$ cat config.mk
export PLATFORM = sky130hd
export DESIGN_NAME = imem_loader
export DESIGN_NICKNAME = d
export VERILOG_FILES = /design/src/rtl/imem_loader.sv
export SDC_FILE = /design/constraint.sdc
export NUM_CORES = 1
export LEC_CHECK = 0
export BUFFER_PORTS_ARGS = -buffer_cell sky130_fd_sc_hd__buf_2
export CELL_PAD_IN_SITES_DETAIL_PLACEMENT = 1
export CELL_PAD_IN_SITES_GLOBAL_PLACEMENT = 2
export CORE_UTILIZATION = 30
export CTS_BUF_LIST = sky130_fd_sc_hd__clkbuf_8
export CTS_CLUSTER_DIAMETER = 200
export CTS_CLUSTER_SIZE = 40
export DETAILED_ROUTE_END_ITERATION = 12
export PLACE_DENSITY = 0.71
export SYNTH_ARGS = -nofsm -noshare
export SYNTH_HDL_FRONTEND = slang
export SYNTH_SLANG_ARGS = --single-unit
export TNS_END_PERCENT = 10
$ cat constraint.sdc
create_clock -name clock -period 2.6 [get_ports clock]
set_input_delay 0.39 -clock clock [delete_from_list [all_inputs] [get_ports clock]]
set_output_delay 0.39 -clock clock [all_outputs]
set_load 0.05 [all_outputs]
$ cat src/rtl/imem_loader.sv
// Byte-stream instruction-memory loader: length-prefixed big-endian words written to consecutive addresses.
// Optional trailing 16-bit checksum enabled by defining IMEM_LOADER_CHECKSUM_EN.
module imem_loader #(
   parameter int ADDR_W = 10,
   parameter int DEPTH  = 1024
) (
   input  logic              clock,
   input  logic              reset_n,
   input  logic              start,
   input  logic              in_valid,
   input  logic [7:0]        in_data,
   output logic              in_ready,
   output logic              mem_we,
   output logic [ADDR_W-1:0] mem_addr,
   output logic [15:0]       mem_wdata,
   output logic              cpu_hold,
   output logic              done,
   output logic              err
);

   typedef enum logic [2:0] {
      IDLE, LEN_HI, LEN_LO, DATA_HI, DATA_LO, CSUM_HI, CSUM_LO, DONE
   } state_t;

   localparam int CNT_W = ADDR_W + 1;

`ifdef IMEM_LOADER_CHECKSUM_EN
   localparam state_t AFTER_DATA = CSUM_HI;
`else
   localparam state_t AFTER_DATA = DONE;
`endif

   state_t              state_q, state_d;
   logic [15:0]         len_q, len_d;
   logic [7:0]          hi_q, hi_d;
   logic [CNT_W-1:0]    cnt_q, cnt_d;
   logic                mem_we_q, mem_we_d;
   logic [ADDR_W-1:0]   mem_addr_q, mem_addr_d;
   logic [15:0]         mem_wdata_q, mem_wdata_d;
   logic                err_q, err_d;
`ifdef IMEM_LOADER_CHECKSUM_EN
   logic [15:0]         sum_q, sum_d;
`endif

   logic                xfer;
   logic [15:0]         len_word;
   logic [15:0]         data_word;
   logic [CNT_W-1:0]    cnt_inc;

   assign xfer      = in_valid & in_ready;
   assign len_word  = {len_q[15:8], in_data};
   assign data_word = {hi_q, in_data};
   assign cnt_inc   = cnt_q + 1'b1;

   // State register: everything moves on the falling edge to line up with the CPU pipeline.
   always_ff @(negedge clock or negedge reset_n) begin
      if (!reset_n) begin
         state_q     <= IDLE;
         len_q       <= '0;
         hi_q        <= '0;
         cnt_q       <= '0;
         mem_we_q    <= 1'b0;
         mem_addr_q  <= '0;
         mem_wdata_q <= '0;
         err_q       <= 1'b0;
`ifdef IMEM_LOADER_CHECKSUM_EN
         sum_q       <= '0;
`endif
      end else begin
         state_q     <= state_d;
         len_q       <= len_d;
         hi_q        <= hi_d;
         cnt_q       <= cnt_d;
         mem_we_q    <= mem_we_d;
         mem_addr_q  <= mem_addr_d;
         mem_wdata_q <= mem_wdata_d;
         err_q       <= err_d;
`ifdef IMEM_LOADER_CHECKSUM_EN
         sum_q       <= sum_d;
`endif
      end
   end

   always_comb begin
      state_d     = state_q;
      len_d       = len_q;
      hi_d        = hi_q;
      cnt_d       = cnt_q;
      mem_we_d    = 1'b0;
      mem_addr_d  = mem_addr_q;
      mem_wdata_d = mem_wdata_q;
      err_d       = err_q;
`ifdef IMEM_LOADER_CHECKSUM_EN
      sum_d       = sum_q;
`endif
      case (state_q)
         IDLE, DONE: begin
            if (start) begin
               state_d = LEN_HI;
               err_d   = 1'b0;
               cnt_d   = '0;
`ifdef IMEM_LOADER_CHECKSUM_EN
               sum_d   = '0;
`endif
            end
         end
         LEN_HI: begin
            if (xfer) begin
               len_d[15:8] = in_data;
               state_d     = LEN_LO;
            end
         end
         LEN_LO: begin
            if (xfer) begin
               len_d = len_word;
               if (len_word == 16'd0) begin
                  state_d = AFTER_DATA;
               end else if (32'(len_word) > DEPTH) begin
                  state_d = IDLE;
                  err_d   = 1'b1;
               end else begin
                  state_d = DATA_HI;
               end
            end
         end
         DATA_HI: begin
            if (xfer) begin
               hi_d    = in_data;
               state_d = DATA_LO;
            end
         end
         DATA_LO: begin
            if (xfer) begin
               mem_we_d    = 1'b1;
               mem_addr_d  = cnt_q[ADDR_W-1:0];
               mem_wdata_d = data_word;
               cnt_d       = cnt_inc;
`ifdef IMEM_LOADER_CHECKSUM_EN
               sum_d       = sum_q + data_word;
`endif
               state_d     = (32'(cnt_inc) < 32'(len_q)) ? DATA_HI : AFTER_DATA;
            end
         end
`ifdef IMEM_LOADER_CHECKSUM_EN
         CSUM_HI: begin
            if (xfer) begin
               hi_d    = in_data;
               state_d = CSUM_LO;
            end
         end
         CSUM_LO: begin
            if (xfer) begin
               err_d   = (data_word != sum_q);
               state_d = DONE;
            end
         end
`endif
         default: state_d = IDLE;
      endcase
   end

   // Hold stays up through the write strobe of the final word, even though state is already DONE.
   always_comb begin
      in_ready  = (state_q == LEN_HI)  || (state_q == LEN_LO)  ||
                  (state_q == DATA_HI) || (state_q == DATA_LO) ||
                  (state_q == CSUM_HI) || (state_q == CSUM_LO);
      cpu_hold  = ((state_q != IDLE) && (state_q != DONE)) || mem_we_q;
      done      = (state_q == DONE) && !err_q;
      err       = err_q;
      mem_we    = mem_we_q;
      mem_addr  = mem_addr_q;
      mem_wdata = mem_wdata_q;
   end

endmodule

==> flow_summary.yaml <==
pwr:
  p_per_area_nw_per_um2: 998.0
  power_leakage_nw: 2.138
  ir_worst_vdd_v: 0.0004329
hold_path:
  hold_path.class: "flop to flop"
  holdPathStages: 2
timing:
  tns_ns: -2.219
  finalMaxSlewViolations: 0
  setup_slack_ns: -0.6223
  relSlewSlack: 0.7712
  rsz0062_at_grt: "yes"
  tightest_slew_ns: 0.3337
  setup_viol: 31
  whs_ns: 0.4162
  finalHoldViolCount: 0
  skew_ns: 0.007469
place:
  portBuffers: 42
  dp.final_hpwl_um: 5925
  placed_cells: 531
  place.gp.congestion: 0.7377
layout:
  instances_no_fill: 550
  n_fill_cell: 1175
  nets: 432
  area_delta_synth_final_pct: 34.63
  antenna_cells_inserted: 0
  drive_above_1_share: 0.3188
die:
  die_h_um: 104.4
  die_area_um2: 10900
  start_util: 0.3076
  die_w_um: 104.4
  placeableCoreArea_um2: 10230
  fp-row-count: 37
  io_pins: 43
worst_setup_path:
  cp.required_ns: 2.21
  worstRegToRegCells: 10
  endpoint_kind: "output pin"
  path_max_fanout: 4
  cp-start-kind: "flop"
  cp_slowest_cell: "dfrtn_1"
  crit_chain: "or2_4, nor2_4, a21oi_4, or2_4, buf_6"
  cpMostUsedCell: "or2_4"
  worst_ep_arrival_time_ns: 2.83
  path_class: "flop to output pin"
  cpPeakStageDelay_ns: 0.37
global_route:
  grt_max_degree: 67
  grt_pass1_vias: 2779
  grt.total_usage: 0.1664
  grt_pass1_wl_um: 14100
  overflow: 0
  antenna_found_initial: 0
routing:
  ant_nets: 0
  drc_errors: 0
  routed_wl_um: 8306
  avgRoutedWirePerCell_um: 15.10
  viasPerCell: 4.678
  drtIter0Drc: 61
  firstDrtPassIters: 4
  num_vias: 2573
synthesis:
  ys_seq_area_frac: 0.5249
  ys.warnings.count: 0
  synth_ff_type: "dfrtn_1"
  ys_top_cells_by_count: "104 x nand2_1, 66 x dfrtn_1, 21 x o21ai_0, 15 x mux2_2"
  synth_area_um2: 3147
  synthCells: 329
  syn_avg_cell_area_um2: 9.565
  synth.most_common_cell: "nand2_1"
  ys_types: 43
  syn_nets: 352
  yosys.area.top_type_share: 0.5249
  synth-edff-count: 0
  synth.area.top_cells: "dfrtn_1 52%, nand2_1 12%, mux2_2 5.4%, ha_1 4.4%, o21ai_0 3.3%"
  synth_top_area_cell: "dfrtn_1"
  synth_seq_cells: 66
  ys_async_sr_fraction: 1.000
run:
  cap_violations: 0
clock_tree:
  clk_pin_slew_ns: 0.05
  cts_buffer_depth: 2
  clockRootBuffer: "clkbuf_8"
  tritoncts: "done"
  h-tree-depth: 3
  clk_latency_ns: 0.33
  cts_sinks: 66
  cts_buffers: 9
outcome:
  failed_checks: "negative setup slack"
  outcome: "complete, but fails checks"
[metal layers]
layer | GRT usage | share of wire | vias to the layer above
met5 | 0 | 0 | -
met4 | 0.05000 | 0.013 | 0
met3 | 0.04511 | 0.027 | 9
met2 | 0.2904 | 0.51 | 38
met1 | 0.1984 | 0.45 | 1274
li1 | - | - | 1252
[worst max-delay path, delay by kind of cell, from the launching register on]
kind	cells	cell delay (ns)
simple gates	3	0.64
buf+inv	1	0.15
compound gates	1	0.04
flops	1	0.37
[per-stage QoR]
stage          area (um2)  power [mW]  setup WS, ns  utilization
2_1_floorplan        3179       2.684       -0.4013            -
3_3_place_gp         3820       3.173       -0.2968       0.3734
3_5_place_dp         3820       3.237       -0.3407       0.3734
4_1_cts              4219       4.262       -0.6178       0.4124
5_1_grt              4237       4.490       -0.6699       0.4141
6_report             4237       4.228       -0.6223       0.4141
[flip-flops by register name, indices dropped and copies added (netlist names)]
register,flops
state_q,3
len_q,16
mem_wdata,16
hi_q,8
mem_we,1
cnt_q,11
err,1
mem_addr,10
[cell families after synthesis]
logic type | synth area share
buffers and inverters | 0.04016
flip-flops | 0.5248
adder cells (fa/ha/maj) | 0.04374
multiplexers | 0.05686
XOR/XNOR | 0.02505
AND/OR/NAND/NOR | 0.2107
AO/OA/AOI/OAI | 0.09861
[report_power, final]
group          switching, mW  internal, mW
Combinational           1.09         0.801
Clock                  0.402         0.363
Sequential             0.199          1.38
[cell usage in the layout, fill, tap and decap left out, types with 7 or more instances in the layout]
cell type  Yosys  layout
buf_2         11      11
buf_4          1      37
buf_6          0      32
clkbuf_8       0      10
dfrtn_1       66      66
ha_1          11      11
inv_1         13      14
mux2_2        15      15
nand2_1      104     103
nand3_1        7       7
nor2_1        13      11
o21ai_0       21      21
[cell type report]
type | instances | area, um2 | share of cell area
multi-input combinational | 234 | 1418 | 0.3346
clock buffer | 10 | 137.6 | 0.03249
sequential | 66 | 1652 | 0.3898
timing repair buffer | 84 | 773.2 | 0.1825
tap | 136 | 170.2 | 0.04017
clock inverter | 6 | 33.78 | 0.007974
inverter | 14 | 52.55 | 0.01240
[final timing paths]
check	startpoint	end	slack, ns
worst min-delay path	hi_q[4]	mem_wdata[12]	0.42
min in group asynchronous	reset_n	mem_wdata[12]	1.26
worst min register to register	hi_q[4]	mem_wdata[12]	0.42
worst max-delay path	state_q[0]	cpu_hold	-0.62
worst max register to register	cnt_q[5]	state_q[2]	0.21
max in group asynchronous	reset_n	mem_wdata[2]	1.01
[repair_timing]
action                     CTS  global route
buffers inserted             4             0
setup endpoints to repair   31            43
gates resized for setup     65             4
hold buffers                 0             0
hold endpoints to repair     0             0
pin swaps                    2             2
No activity file was read; power rests on OpenSTA's default activity.
